$ cat config.mk
export PLATFORM = sky130hd
export DESIGN_NAME = fetch_stage
export DESIGN_NICKNAME = d
export VERILOG_FILES = /design/src/rtl/fetch_stage_pkg.sv /design/src/rtl/if_id_reg.sv /design/src/rtl/fetch_stage.sv
export SDC_FILE = /design/constraint.sdc
export NUM_CORES = 1
export LEC_CHECK = 0
export BUFFER_PORTS_ARGS = -buffer_cell sky130_fd_sc_hd__buf_2
export CAP_MARGIN = 20
export CORE_MARGIN = 10
export CORE_UTILIZATION = 35
export CTS_BUF_LIST = sky130_fd_sc_hd__clkbuf_16
export CTS_CLUSTER_DIAMETER = 60
export DETAILED_ROUTE_END_ITERATION = 6
export GPL_TIMING_DRIVEN = 0
export HOLD_SLACK_MARGIN = 0.03
export PLACE_DENSITY_LB_ADDON = 0.3
export SETUP_SLACK_MARGIN = 0.4
export SLEW_MARGIN = 25
export SYNTH_ARGS = -nofsm -noshare
export SYNTH_HDL_FRONTEND = slang
export SYNTH_HIERARCHICAL = 1
export SYNTH_SLANG_ARGS = --single-unit
$ cat constraint.sdc
create_clock -name clk -period 2.3 [get_ports clk]
set_input_delay 0.115 -clock clk [delete_from_list [all_inputs] [get_ports clk]]
set_output_delay 0.115 -clock clk [all_outputs]
set_load 0.02 [all_outputs]
$ cat src/rtl/fetch_stage_pkg.sv
// Shared fetch-stage definitions: widths, NOP encoding, reset vector,
// the IF/ID bundle and the per-edge fetch action.
package fetch_stage_pkg;

    localparam int XLEN = 32;
    localparam int ILEN = 32;

    localparam logic [XLEN-1:0] DEF_RESET_PC = 32'h0000_0000;
    localparam logic [ILEN-1:0] DEF_NOP_INST = 32'h0000_0013;
    localparam logic [XLEN-1:0] INST_BYTES   = 32'd4;

    typedef struct packed {
        logic [ILEN-1:0] inst;
        logic [XLEN-1:0] pc;
        logic [XLEN-1:0] pc_plus4;
    } if_id_t;

    typedef enum logic [1:0] {
        ACT_HOLD,
        ACT_ADVANCE,
        ACT_REDIRECT,
        ACT_REJECT
    } fetch_act_e;

    // Sequential successor; carry out of bit 31 is dropped.
    function automatic logic [XLEN-1:0] pc_next(
        input logic [XLEN-1:0] pc
    );
        return pc + INST_BYTES;
    endfunction

    // Force a byte address onto a word boundary.
    function automatic logic [XLEN-1:0] align_word(
        input logic [XLEN-1:0] addr
    );
        return {addr[XLEN-1:2], 2'b00};
    endfunction

endpackage

$ cat src/rtl/if_id_reg.sv
// Single-entry IF/ID pipeline register.
// Flush beats load; flush empties the slot and parks a NOP in it.
module if_id_reg
    import fetch_stage_pkg::*;
#(
    parameter logic [ILEN-1:0] NOP_INST = DEF_NOP_INST
) (
    input  logic   clk,
    input  logic   rst_n,
    input  logic   i_load,
    input  logic   i_flush,
    input  if_id_t i_data,
    output logic   o_valid,
    output if_id_t o_data
);

    logic   r_valid;
    if_id_t r_data;

    // Slot state: reset/flush empty it, load fills it, otherwise hold.
    always_ff @(posedge clk or negedge rst_n) begin
        if (!rst_n) begin
            r_valid         <= 1'b0;
            r_data.inst     <= NOP_INST;
            r_data.pc       <= '0;
            r_data.pc_plus4 <= '0;
        end else if (i_flush) begin
            r_valid     <= 1'b0;
            r_data.inst <= NOP_INST;
        end else if (i_load) begin
            r_valid <= 1'b1;
            r_data  <= i_data;
        end
    end

    assign o_valid = r_valid;
    assign o_data  = r_data;

endmodule

$ cat src/rtl/fetch_stage.sv
// Instruction fetch: PC, imem address, redirect/stall priority, IF/ID.
// Optional macro FETCH_MISALIGN_CHECK_EN rejects misaligned redirects.
module fetch_stage
    import fetch_stage_pkg::*;
#(
    parameter logic [XLEN-1:0] RESET_PC = DEF_RESET_PC,
    parameter logic [ILEN-1:0] NOP_INST = DEF_NOP_INST
) (
    input  logic            clk,
    input  logic            rst_n,
    output logic [XLEN-1:0] imem_addr,
    input  logic [ILEN-1:0] imem_inst,
    input  logic            redirect_valid,
    input  logic [XLEN-1:0] redirect_pc,
    input  logic            id_ready,
    output logic            id_valid,
    output logic [ILEN-1:0] id_inst,
    output logic [XLEN-1:0] id_pc,
    output logic [XLEN-1:0] id_pc_plus4,
    output logic            misalign_err
);

    logic [XLEN-1:0] r_pc;
    logic            w_advance;
    logic            w_redir_ok;
    logic            w_load;
    logic            w_flush;
    fetch_act_e      w_act;
    if_id_t          w_fetch;
    if_id_t          w_id;
    logic            w_id_valid;

    // Slot is free when empty or being drained by decode this cycle.
    assign w_advance = !w_id_valid || id_ready;

`ifdef FETCH_MISALIGN_CHECK_EN
    assign w_redir_ok = (redirect_pc[1:0] == 2'b00);
`else
    assign w_redir_ok = 1'b1;
`endif

    // Pick this edge's action: redirect, then advance, then hold.
    always_comb begin
        w_act = ACT_HOLD;
        unique case (1'b1)
            redirect_valid:
                w_act = w_redir_ok ? ACT_REDIRECT : ACT_REJECT;
            (!redirect_valid && w_advance):
                w_act = ACT_ADVANCE;
            default:
                w_act = ACT_HOLD;
        endcase
    end

    assign w_load  = (w_act == ACT_ADVANCE);
    assign w_flush = (w_act == ACT_REDIRECT) || (w_act == ACT_REJECT);

    // Program counter; a rejected redirect leaves it untouched.
    always_ff @(posedge clk or negedge rst_n) begin
        if (!rst_n) begin
            r_pc <= RESET_PC;
        end else begin
            unique case (w_act)
                ACT_REDIRECT: r_pc <= align_word(redirect_pc);
                ACT_ADVANCE:  r_pc <= pc_next(r_pc);
                default:      r_pc <= r_pc;
            endcase
        end
    end

    assign imem_addr = r_pc;

    assign w_fetch.inst     = imem_inst;
    assign w_fetch.pc       = r_pc;
    assign w_fetch.pc_plus4 = pc_next(r_pc);

    if_id_reg #(
        .NOP_INST (NOP_INST)
    ) u_if_id (
        .clk     (clk),
        .rst_n   (rst_n),
        .i_load  (w_load),
        .i_flush (w_flush),
        .i_data  (w_fetch),
        .o_valid (w_id_valid),
        .o_data  (w_id)
    );

    assign id_valid    = w_id_valid;
    assign id_inst     = w_id.inst;
    assign id_pc       = w_id.pc;
    assign id_pc_plus4 = w_id.pc_plus4;

`ifdef FETCH_MISALIGN_CHECK_EN
    logic r_misalign_err;

    // One-cycle pulse after a rejected redirect edge.
    always_ff @(posedge clk or negedge rst_n) begin
        if (!rst_n) begin
            r_misalign_err <= 1'b0;
        end else begin
            r_misalign_err <= (w_act == ACT_REJECT);
        end
    end

    assign misalign_err = r_misalign_err;
`else
    // Low target bits are simply dropped when alignment is not checked.
    logic w_unused_lo;
    assign w_unused_lo  = ^redirect_pc[1:0];
    assign misalign_err = 1'b0;
`endif

endmodule

Yosys cells after proc, flatten, opt, wreduce, memory -nomap -nowiden:

Cells that the tools add are included.

* register bits: 129
* output and inout port bits: 130

* multiplexer cells: 6
* reductions and logical operators: 8
* bitwise gates (word level): 1
* $add $sub $neg: 1
* equality and inequality tests: 3

Operators by type and width (number)
* 2-to-1 mux 96 bit: 1
* one-hot mux 32 bit (2 select lines): 1
* adder 32 x 3 -> 32 bit (second input constant): 1
* 2-to-1 mux 32 bit: 1
* equality test 2 bit (second input constant): 2
* one-hot mux 2 bit (2 select lines): 1
* nonzero test 2 bit: 2
* equality test 2 x 1 -> 1 bit (second input constant): 1
* logical NOT 1 bit: 2
* logical OR 1 bit: 2
* 2-to-1 mux 1 bit: 2
* AND reduction 2 bit: 1
* logical AND 1 bit: 1
* inverter 1 bit: 1

Longest topological paths before layout:

Gate-level depths: netlist of run 1.

* depth in word-level cells: 8
* mapped depth: 9
* gate-level depth less buffers: 6

Modules after synthesis:

Netlist of run 1, hierarchy kept.

Modules (own cells, without submodules)
* if_id_reg: seq. area each 2431.1 sq um, area each 4022.6 sq um, times used 1, cells each 243
* fetch_stage: seq. area each 750.7 sq um, area each 2547.4 sq um, times used 1, cells each 323

Worst setup path before layout of run 1:

No wires, ideal clock.

* path type: register -> register
* from: register u_if_id.r_valid, in the netlist u_if_id/o_valid
* to: register u_if_id.r_data (netlist bit u_if_id/o_data[10])
* clock period less this slack: 2311 ps
* setup slack: -11 ps
* required time: 2175 ps
* data arrival time: 2186 ps
* path buffers: 5
* stages on the path, launching flop included: 10
* cell sequence: dfrtp_1 > nor2b_1 > clkbuf_1 > clkbuf_1 > nor2_1 > buf_6 > nor2b_4 > buf_8 > buf_12 > mux2_4

* elaborated cells between the ends (all ways): 10
* classes of those cells: 3 x eq/ne; 1 x mux; 1 x bitwise; 5 x reduce/logical

RTL lines
* from (decl): RTL line if_id_reg.sv:17 `logic r_valid;`
* from (signal assigned): RTL line if_id_reg.sv:23 `r_valid <= 1'b0;`
* from (signal assigned): RTL line if_id_reg.sv:28 `r_valid <= 1'b0;`
* from (signal assigned): RTL line if_id_reg.sv:31 `r_valid <= 1'b1;`
* logical NOT 1 bit: RTL line fetch_stage.sv:34 `assign w_advance = !w_id_valid || id_ready;`
* logical OR 1 bit: RTL line fetch_stage.sv:34
* logical AND 1 bit: RTL line fetch_stage.sv:48 `(!redirect_valid && w_advance):`
* one-hot mux 2 bit (2 select lines): RTL line fetch_stage.sv:45 `unique case (1'b1)`
* equality test 2 x 1 -> 1 bit: RTL line fetch_stage.sv:55 `assign w_load = (w_act == ACT_ADVANCE);`
* named net w_load: RTL line fetch_stage.sv:26 `logic w_load;`
* AND reduction 2 bit (no source line)
* to (signal assigned): RTL line if_id_reg.sv:32 `r_data <= i_data;`
* to (decl): RTL line if_id_reg.sv:18 `if_id_t r_data;`

The timed path passes the listed nets, and every way through them passes these cells.
A chain may end at the register's enable or synchronous reset.

==> results of run 1 <==
power groups by stage:
stage | Clock [mW] | Sequential (mW) | Combinational, mW
3_5_place_dp | 0 | 2.87 | 1.96
2_1_floorplan | 0 | 3.19 | 0.939
3_3_place_gp | 0 | 2.86 | 1.94
6_report | 3.32 | 2.82 | 2.30
5_1_grt | 3.47 | 2.87 | 2.46
4_1_cts | 3.38 | 2.82 | 2.27
logic make-up (layout without fill, tap and decap cells):
family          count (synthesis)  count (layout)
other cells                     1               7
mux                            94              94
compound gates                 50              50
flops                         127             127
buf+inv                        85             443
simple gates                  170             170
fa+ha+maj                       1               1
xor+xnor                       38              38
Yosys cell counts (8+ instances only):
| cell type | instances |
|---|---|
| mux2i_1 | 30 |
| or4_1 | 11 |
| o21ai_0 | 15 |
| dfrtp_1 | 124 |
| clkbuf_1 | 23 |
| a31oi_1 | 16 |
| mux2_4 | 60 |
| nor2_1 | 62 |
| buf_4 | 34 |
| xnor2_1 | 23 |
| o31ai_1 | 10 |
| nand4_1 | 13 |
| nand3_1 | 12 |
| nand2_1 | 30 |
| inv_1 | 8 |
| nor3_1 | 10 |
| xor2_1 | 15 |
per-layer routing:
metal / vias up / share of wire (%) / GRT usage (%)
li1: 2652 / - / -
met1: 2753 / 42 / 21.7
met2: 213 / 48 / 29.8
met3: 23 / 8.4 / 6.03
met4: 0 / 1.3 / 5.12
met5: - / 0 / 0
worst paths after layout:
kind	endpoint	slack [ns]
setup reg to reg	u_if_id/o_data[28]	0.20
setup / recovery	u_if_id/o_data[28]	0.20
hold reg to reg	u_if_id/o_data[45]	0.50
hold / removal	imem_addr[15]	0.1
max in group asynchronous	u_if_id/o_data[64]	1.29
min in group asynchronous	u_if_id/o_data[55]	0.26
critical path, cell delays in order (launching register included):
cell and delay [ns]:
dfrtp_1 0.35, clkbuf_8 0.15, nand4_1 0.21, or2_4 0.34
clkbuf_4 0.24, nor4_2 0.32, xor2_1 0.11, mux2_4 0.26
sequential cells by signal, indices dropped and copies added (netlist names):
signal / flops
imem_addr: 30
u_if_id/o_data: 96
u_if_id/o_valid: 1
layout make-up:
type,count,area (um2)
Clock inverter,15,289
Sequential cell,127,3200
Multi-Input combinational cell,360,3040
Inverter,8,33.8
Timing Repair Buffer,326,2370
Buffer,77,739
Fill cell,1561,8190
Clock buffer,17,425
Tap cell,234,293
per-stage QoR:
step	setup TNS [ns]	std cells	hold WS [ns]
2_1_floorplan	0	572	-0.181
3_3_place_gp	-114.58	997	0.329
3_5_place_dp	-20.88	998	0.135
4_1_cts	0	1153	0.0390
5_1_grt	0	1164	0.0924
6_report	0	1164	0.0980
timing repair:
item,CTS,global route
gates resized for setup,61,22
gates cloned,6,3
setup endpoints to repair,113,106
hold buffers,62,0
endpoints found under the hold margin,132,0
setup buffers,55,8
pin swaps,18,8
==> out/metrics.cfg, run 1 <==
[global_route]
grt_pass1_wl_um = 34600
grt_pass1_vias = 6059
grt_max_degree = 73
grt_antenna_before_repair = 0
track_usage_pct = 18.0
grt_overflow = 0

[setup_path]
endpoint_kind = flop
rr_startpoint = imem_addr[17]
arrival_ns = 2.41
r2r_cells = 7
crit_type = reg -> reg
critPathMaxFanout = 10
start_kind = flop
worstPathRequired_ns = 2.61
worstSetupStartpoint = imem_addr[17]

[run]
drv_cap = 0

[logic_synthesis]
synth_top_family_by_area = multiplexers
ys_ff_latch = 127
synth_fa_ha_area_share_pct = 0.190
synthMuxAreaShare_pct = 19.0
syn_area_mm2 = 0.00657
yosysWarnings = 6
synth_xor_area_share_pct = 5.07
synth_top_flop_cell = dfrtp_1
async_reset_ff_share_pct = 100
ys_types = 47
synth_edf_count = 0
syn-instance-count = 566
yosys.area_share.simple_pct = 13.4
synth-seq-area-share_pct = 48.4
synth.largest_area_cell = dfrtp_1
synth.area.top_cells = dfrtp_1 (47%), mux2_4 (14%), mux2i_1 (4.6%)
synth.top_cell.area_share_pct = 47.2
synth_compound_area_share_pct = 5.03
syn_area_per_cell_um2 = 11.6

[sta]
fin_ws_ns = 0.200
worst_slew_pin_slew_ns = 0.618
slew_viol_final = 0
slew_headroom_pct = 58.8
period_share_pct = 91.3
grt_setup_unrepaired = true
finalSetupViolations = 0
hold_viol = 0
fmax_mhz = 476
period_minus_slack_ns = 2.10
finClkSkew_ns = 0.00566

[power_and_ir_drop]
internal_power_mw = 5.97
comb_power_share_pct = 27.2
ir_worst_vdd_uv = 578
seqPwrFrac_pct = 33.4
p_clk_share_pct = 39.3
p_total_mw = 8.44
p_switching_mw = 2.47
p_sw_share_pct = 29.3
p_leak_nw = 4.98
p_per_area_mw_per_mm2 = 812

[drt]
drt-total-wl_um = 22000
vias = 5641
ant_nets = 0
drt_iter0_markers = 265
post_drt_wl_per_cell_um = 18.9
dr.pass1.iters = 4
vias_per_cell = 4.85
drc = 0

[place]
dp_slack_ns = -0.335
place_hpwl_um = 14500
portBuffers = 191
routabilityCongestion = 0.791
dpl_cell_area_mm2 = 0.00808

[cells_and_area]
design_area_mm2 = 0.0104
most-common-layout-cells = buf_2 (191), dfrtp_1 (111), buf_4 (86)
drive_above_1_share_pct = 51.1
antenna_cells = 0
post-route-util_pct = 55.9
layout_commonest_cell = buf_2
areaGrowthSynthToFinish_pct = 58.1
fin_nets = 986

[cts]
cts_tree = yes
h-tree-depth = 4
clk_latency_ns = 0.43
cts.clk_slew.worst_paths_ns = 0.06
cts_sinks = 127
root_buffer = clkbuf_16
cts_buffer_depth = 2
numCtsBuffers = 17

[floorplanning]
die_w_um = 157
initial_core_util_pct = 35.4
rows = 50
io_pins = 198
die_y_um = 157
coreArea_mm2 = 0.0186
dieArea_mm2 = 0.0247

[hold_path]
min_path_type = in -> reg
hold_path_depth = 3
hold_start = redirect_pc[15]

[status]
outcome = finished, final reports clean

(Power assumes the default switching activity.)
==> run 2, diff against run 1 <==
--- a/config.mk
+++ b/config.mk
@@ -5,6 +5,7 @@
 export SDC_FILE = /design/constraint.sdc
 export NUM_CORES = 1
 export LEC_CHECK = 0
+export ABC_AREA = 1
 export BUFFER_PORTS_ARGS = -buffer_cell sky130_fd_sc_hd__buf_2
 export CAP_MARGIN = 20
 export CORE_MARGIN = 10
==> run 2 against run 1 <==
  * Maximum frequency grew 17%
  * Cell area shrank 15%
  * First-iteration DRC count grew 65%
  * Sequential power is essentially flat
  * Die area shrank 3.3%
  * Cell count grew 13%
  * Combinational power shrank 20%
  * Hold slack lost 0.049 ns
  * Via count grew 10%
  * Power shrank 16%
  * Critical path type unchanged
  * Largest cell class unchanged
  * Largest power group is now registers
==> out/metrics.cfg, run 2 <==
[logic_synthesis]
synth_top_flop_cell = dfrtp_1
synth-seq-area-share_pct = 50.3
yosysMostFrequentCell = nand2_1
synth_edf_count = 0
async_reset_ff_share_pct = 100
yosysWarnings = 6
synth.top_cell.area_share_pct = 49.1
syn-instance-count = 792
ys_ff_latch = 127
synthTopCellsByCount = nand2_1 (341), dfrtp_1 (124), nand3_1 (105), buf_4 (39), nor2_1 (32)
syn_area_per_cell_um2 = 7.98
ys_types = 29
synth.area.top_cells = dfrtp_1 (49%), nand2_1 (20%), nand3_1 (8.3%)
syn_area_mm2 = 0.00632
synth.largest_area_cell = dfrtp_1

[power_and_ir_drop]
p_total_mw = 7.08
ir_worst_vdd_uv = 717
p_leak_nw = 4.83
p_per_area_mw_per_mm2 = 805

[setup_path]
crit_family = buffers and inverters
path_cells = a21oi_2 > buf_4 > buf_4 > buf_6 > buf_4 > buf_4 > nand3_1 > nand2_1
start_kind = flop
critical-path-slowest-cell = dfrtp_2
worstSetupStartpoint = u_if_id/o_valid
arrival_ns = 2.16
worstPathRequired_ns = 2.65
crit_top_cell = buf_4
crit_type = reg -> reg
critPathMaxFanout = 10
rr_startpoint = u_if_id/o_valid
critPathBufInv = 5
endpoint_kind = flop
crit_path_max_incr_delay_ns = 0.46

[floorplanning]
initial_core_util_pct = 35.4
rows = 49
dieArea_mm2 = 0.0238
die_y_um = 154
die_w_um = 154
coreArea_mm2 = 0.0178
io_pins = 198

[cells_and_area]
areaGrowthSynthToFinish_pct = 39.1
nFillCells = 1740
seq_area_mm2 = 0.00318
largest_reg_flops = 96
antenna_cells = 0
layout_commonest_cell = nand2_1
post-route-util_pct = 49.3
drive_above_1_share_pct = 29.5
most-common-layout-cells = nand2_1 (341), buf_2 (209), dfrtp_1 (123)
fin_nets = 1139
multi_input_area_mm2 = 0.00260

[cts]
cts.clk_slew.worst_paths_ns = 0.06
h-tree-depth = 4
cts_tree = yes
cts_sinks = 127
cts_buffer_depth = 2
clk_latency_ns = 0.42
root_buffer = clkbuf_16
numCtsBuffers = 17

[sta]
fin_ws_ns = 0.498
slew_headroom_pct = 63.8
fin_tns_setup_ns = 0
finalSetupViolations = 0
hold_ws_ns = 0.0491
period_share_pct = 78.3
hold_viol = 0
finClkSkew_ns = 0.0132
slew_viol_final = 0
grt_setup_unrepaired = false
worst_slew_pin_slew_ns = 0.543
fmax_mhz = 555
period_minus_slack_ns = 1.80

[global_route]
track_usage_pct = 18.6
grt_pass1_vias = 6255
grt_max_degree = 83
grt_overflow = 0
grt_antenna_before_repair = 0
grt_pass1_wl_um = 35200

[place]
place_hpwl_um = 16400
routabilityCongestion = 0.897
dp_slack_ns = -0.0628
portBuffers = 191

[hold_path]
min_path_type = in -> reg
hold_start = redirect_pc[12]

[status]
outcome = finished, final reports clean

[drt]
vias_per_cell = 4.73
vias = 6207
drt_iter0_markers = 437
drt-total-wl_um = 22300
ant_nets = 0
post_drt_wl_per_cell_um = 17.0
drc = 0
dr.pass1.iters = 5

[run]
drv_cap = 0

run 2: kinds of logic (layout without fill, tap and decap cells):
group           after synthesis  after routing  share of synthesized area, %
other cells                   1              7                        0.0593
flops                       127            127                          50.3
fa+ha+maj                     1              1                         0.198
buf+inv                     104            389                          8.97
compound gates               43             43                          4.29
xor+xnor                     10             10                          1.74
simple gates                506            506                          34.4
run 2: power breakdown:
group | internal, mW | leakage [nW] | switching, mW | total [mW]
clock | 1.36 | 0.253 | 1.04 | 2.40
sequential | 2.56 | 1.59 | 0.276 | 2.84
combinational | 0.676 | 2.99 | 1.16 | 1.84
total | 4.60 | 4.83 | 2.48 | 7.08
run 2: final cells by class:
class | count | share of cell area, %
plain buffers | 74 | 5.51
clock buffers | 17 | 4.84
clock inverters | 15 | 1.15
inverters | 30 | 1.28
multi-input cells | 567 | 29.6
flip-flops and latches | 127 | 36.2
well taps | 229 | 3.26
repair buffers | 253 | 18.2
run 2: path summary, 6_finish.rpt:
kind	depth (start not counted)	to	slack, ns
setup / recovery	8	u_if_id/o_data[74]	0.50
hold / removal	5	imem_addr[12]	0.05
setup reg to reg	8	u_if_id/o_data[74]	0.50
hold reg to reg	2	u_if_id/o_data[33]	0.46
max in group asynchronous	3	imem_addr[19]	1.37
min in group asynchronous	2	u_if_id/o_data[74]	0.18
run 2: through the flow:
step / area (um2) / std cells
after floorplan: 6340 / 798
final: 8790 / 1312
after detailed placement: 7620 / 1219
after global routing: 8790 / 1312
after global placement: 7590 / 1218
after CTS: 8790 / 1312
run 2: what timing repair did:
action / in CTS / in global routing
setup endpoints to repair: 97 / 75
hold buffers: 60 / 0
buffers inserted: 1 / 0
endpoints found under the hold margin: 124 / 0
gates resized for setup: 13 / 3
run 2: worst reg2reg max path: stages, from the launching register on:
cell and delay (ns):
dfrtp_2 0.46, a21oi_2 0.17, buf_4 0.14, buf_4 0.19, buf_6 0.16, buf_4 0.19
buf_4 0.20, nand3_1 0.14, nand2_1 0.10
run 2: metal layers:
metal,track usage [%],share of wire [%],vias up
met1,24.1,45,2889
met2,29.5,46,253
met4,5.44,1.4,0
li1,-,-,3043
met5,0,0,-
met3,5.24,7.6,22
==> run 3, diff against run 2 <==
--- a/config.mk
+++ b/config.mk
@@ -5,7 +5,7 @@
 export SDC_FILE = /design/constraint.sdc
 export NUM_CORES = 1
 export LEC_CHECK = 0
-export ABC_AREA = 1
+export ABC_AREA = 0
 export BUFFER_PORTS_ARGS = -buffer_cell sky130_fd_sc_hd__buf_2
 export CAP_MARGIN = 20
 export CORE_MARGIN = 10
==> constraint.sdc (replaced) <==
create_clock -name clk -period 1.6 [get_ports clk]
set_input_delay 0.08 -clock clk [delete_from_list [all_inputs] [get_ports clk]]
set_output_delay 0.08 -clock clk [all_outputs]
set_load 0.02 [all_outputs]
==> run 3 against run 2 <==
  * The flow now finishes with violations (negative setup slack)
  * Global-route usage down 0.60 points
  * Count of clock-buffer cells in the layout unchanged
  * Power up 65%
  * Die area up 3.4%
  * Clock power up 59%
  * Combinational power up 100%
  * Maximum frequency down 15%
  * Wire length up 1.3%
  * Core utilization up 11 points
  * Critical path depth down 1
  * Hold slack better by 0.11 ns
  * Largest cell class is now buffers
==> out/metrics.cfg, run 3 (synthesized netlist as in run 1, its figures left out) <==
[setup_path]
critPathMaxFanout = 5
worstPathRequired_ns = 1.93
r2r_cells = 7
arrival_ns = 2.46
endpoint_kind = flop
start_kind = flop
crit_type = reg -> reg

[floorplanning]
rows = 50
io_pins = 198
coreArea_mm2 = 0.0186
die_y_um = 157
die_w_um = 157
dieArea_mm2 = 0.0247
initial_core_util_pct = 35.4

[cts]
cts_tree = yes
root_buffer = clkbuf_16
cts_sinks = 127
numCtsBuffers = 17
cts_buffer_depth = 2
h-tree-depth = 4
clk_latency_ns = 0.43
cts.clk_slew.worst_paths_ns = 0.06

[global_route]
use_met1_pct = 21.9
grt_pass1_vias = 6015
use_met3_pct = 6.33
grt_pass1_wl_um = 34400
grt_busiest_layer = met2
grt_use_met2_pct = 29.7
grt_antenna_before_repair = 0
track_usage_pct = 18.0
grt_overflow = 0
grt_max_degree = 69

[cells_and_area]
drive_above_1_share_pct = 54.8
layout_commonest_cell = buf_2
areaGrowthSynthToFinish_pct = 71.9
fin_nets = 1021
largest_reg_flops = 96
seq_area_mm2 = 0.00321
most-common-layout-cells = buf_2 (156), dfrtp_1 (104), buf_6 (100)
post-route-util_pct = 60.8
multi_input_area_mm2 = 0.00318
antenna_cells = 0
nFillCells = 1459
finalNonFillerCells = 1199

[drt]
post_drt_wl_per_cell_um = 18.8
drt_iter0_markers = 256
vias_per_cell = 4.76
drt-total-wl_um = 22600
ant_nets = 0
dr.pass1.iters = 4
vias = 5712
drc = 0

[hold_path]
hold_path_depth = 3
min_path_type = in -> reg

[sta]
worst_slew_pin_slew_ns = 0.574
slew_headroom_pct = 61.7
fin_ws_ns = -0.527
slew_viol_final = 0
grt_setup_unrepaired = true
hold_viol = 0
finalSetupViolations = 118
finClkSkew_ns = 0.0137
period_share_pct = 133
period_minus_slack_ns = 2.13
hold_ws_ns = 0.164
fmax_mhz = 470

[status]
outcome = finished with violations
violations = negative setup slack

[power_and_ir_drop]
p_per_area_mw_per_mm2 = 1030
p_leak_nw = 5.32
ir_worst_vdd_uv = 757
p_total_mw = 11.6

[place]
dp_slack_ns = -0.895
place_inst = 998
routabilityCongestion = 0.795
portBuffers = 191
place_hpwl_um = 14300

[run]
drv_cap = 0

-- run 3: changes by cell type in the layout (fill, tap and decap cells not counted), moves of 20 or more --
cell and change:
inv_1 -21, mux2i_1 +29, nand3_1 -95, a22oi_1 -20, buf_6 +99, nor2_1 +25
buf_2 -53, mux2_4 +64, nand2_1 -313
-- run 3: final timing paths --
kind	startpoint	end	slack [ns]
worst max-delay path	imem_addr[7]	imem_addr[30]	-0.53
worst min-delay path	redirect_valid	imem_addr[15]	0.16
worst max register to register	imem_addr[7]	imem_addr[30]	-0.53
worst min register to register	u_if_id/o_data[42]	u_if_id/o_data[42]	0.50
max in group asynchronous	rst_n	imem_addr[15]	0.68
min in group asynchronous	rst_n	u_if_id/o_data[61]	0.18
-- run 3: through the flow --
step | instance area, um2 | TNS [ns]
final | 11300 | -45.82
after floorplan | 6960 | -31.02
after detailed placement | 8250 | -79.85
after CTS | 10800 | -40.56
after global routing | 11300 | -52.84
after global placement | 8210 | -257.75
-- run 3: cell type report --
type	count	area share, %
clock inverter	15	1.30
timing repair buffer	361	27.4
multi-input combinational	360	28.1
inverter	8	0.266
sequential	127	28.4
clock buffer	17	3.77
buffer	77	8.13
tap	234	2.59
-- run 3: metal layers --
layer,part of all wire [%],routed length [um],vias up
met4,1.4,311,0
li1,-,-,2721
met2,48,10900,218
met5,0,0,-
met3,8.1,1830,26
met1,42,9530,2747
-- run 3: power breakdown --
part | leakage, nW | internal [mW] | switching, mW
clock | 0.254 | 2.27 | 1.54
sequential | 1.51 | 3.72 | 0.341
combinational | 3.56 | 1.98 | 1.80
-- run 3: repair_timing --
action / 4_1_cts / 5_1_grt
gates resized for setup: 175 / 59
endpoints found under the setup margin: 159 / 160
pin swaps: 20 / 26
gates cloned: 9 / 4
hold buffers: 63 / 0
hold endpoints to repair: 121 / 0
buffers inserted: 64 / 29
-- run 3: worst max-delay path, cell delays in order, from the launching register on --
cell      delay [ns]
dfrtp_1         0.36
clkbuf_8        0.15
nand4_1         0.09
or4_4           0.56
buf_8           0.16
buf_6           0.12
or4_1           0.40
a31oi_1         0.19
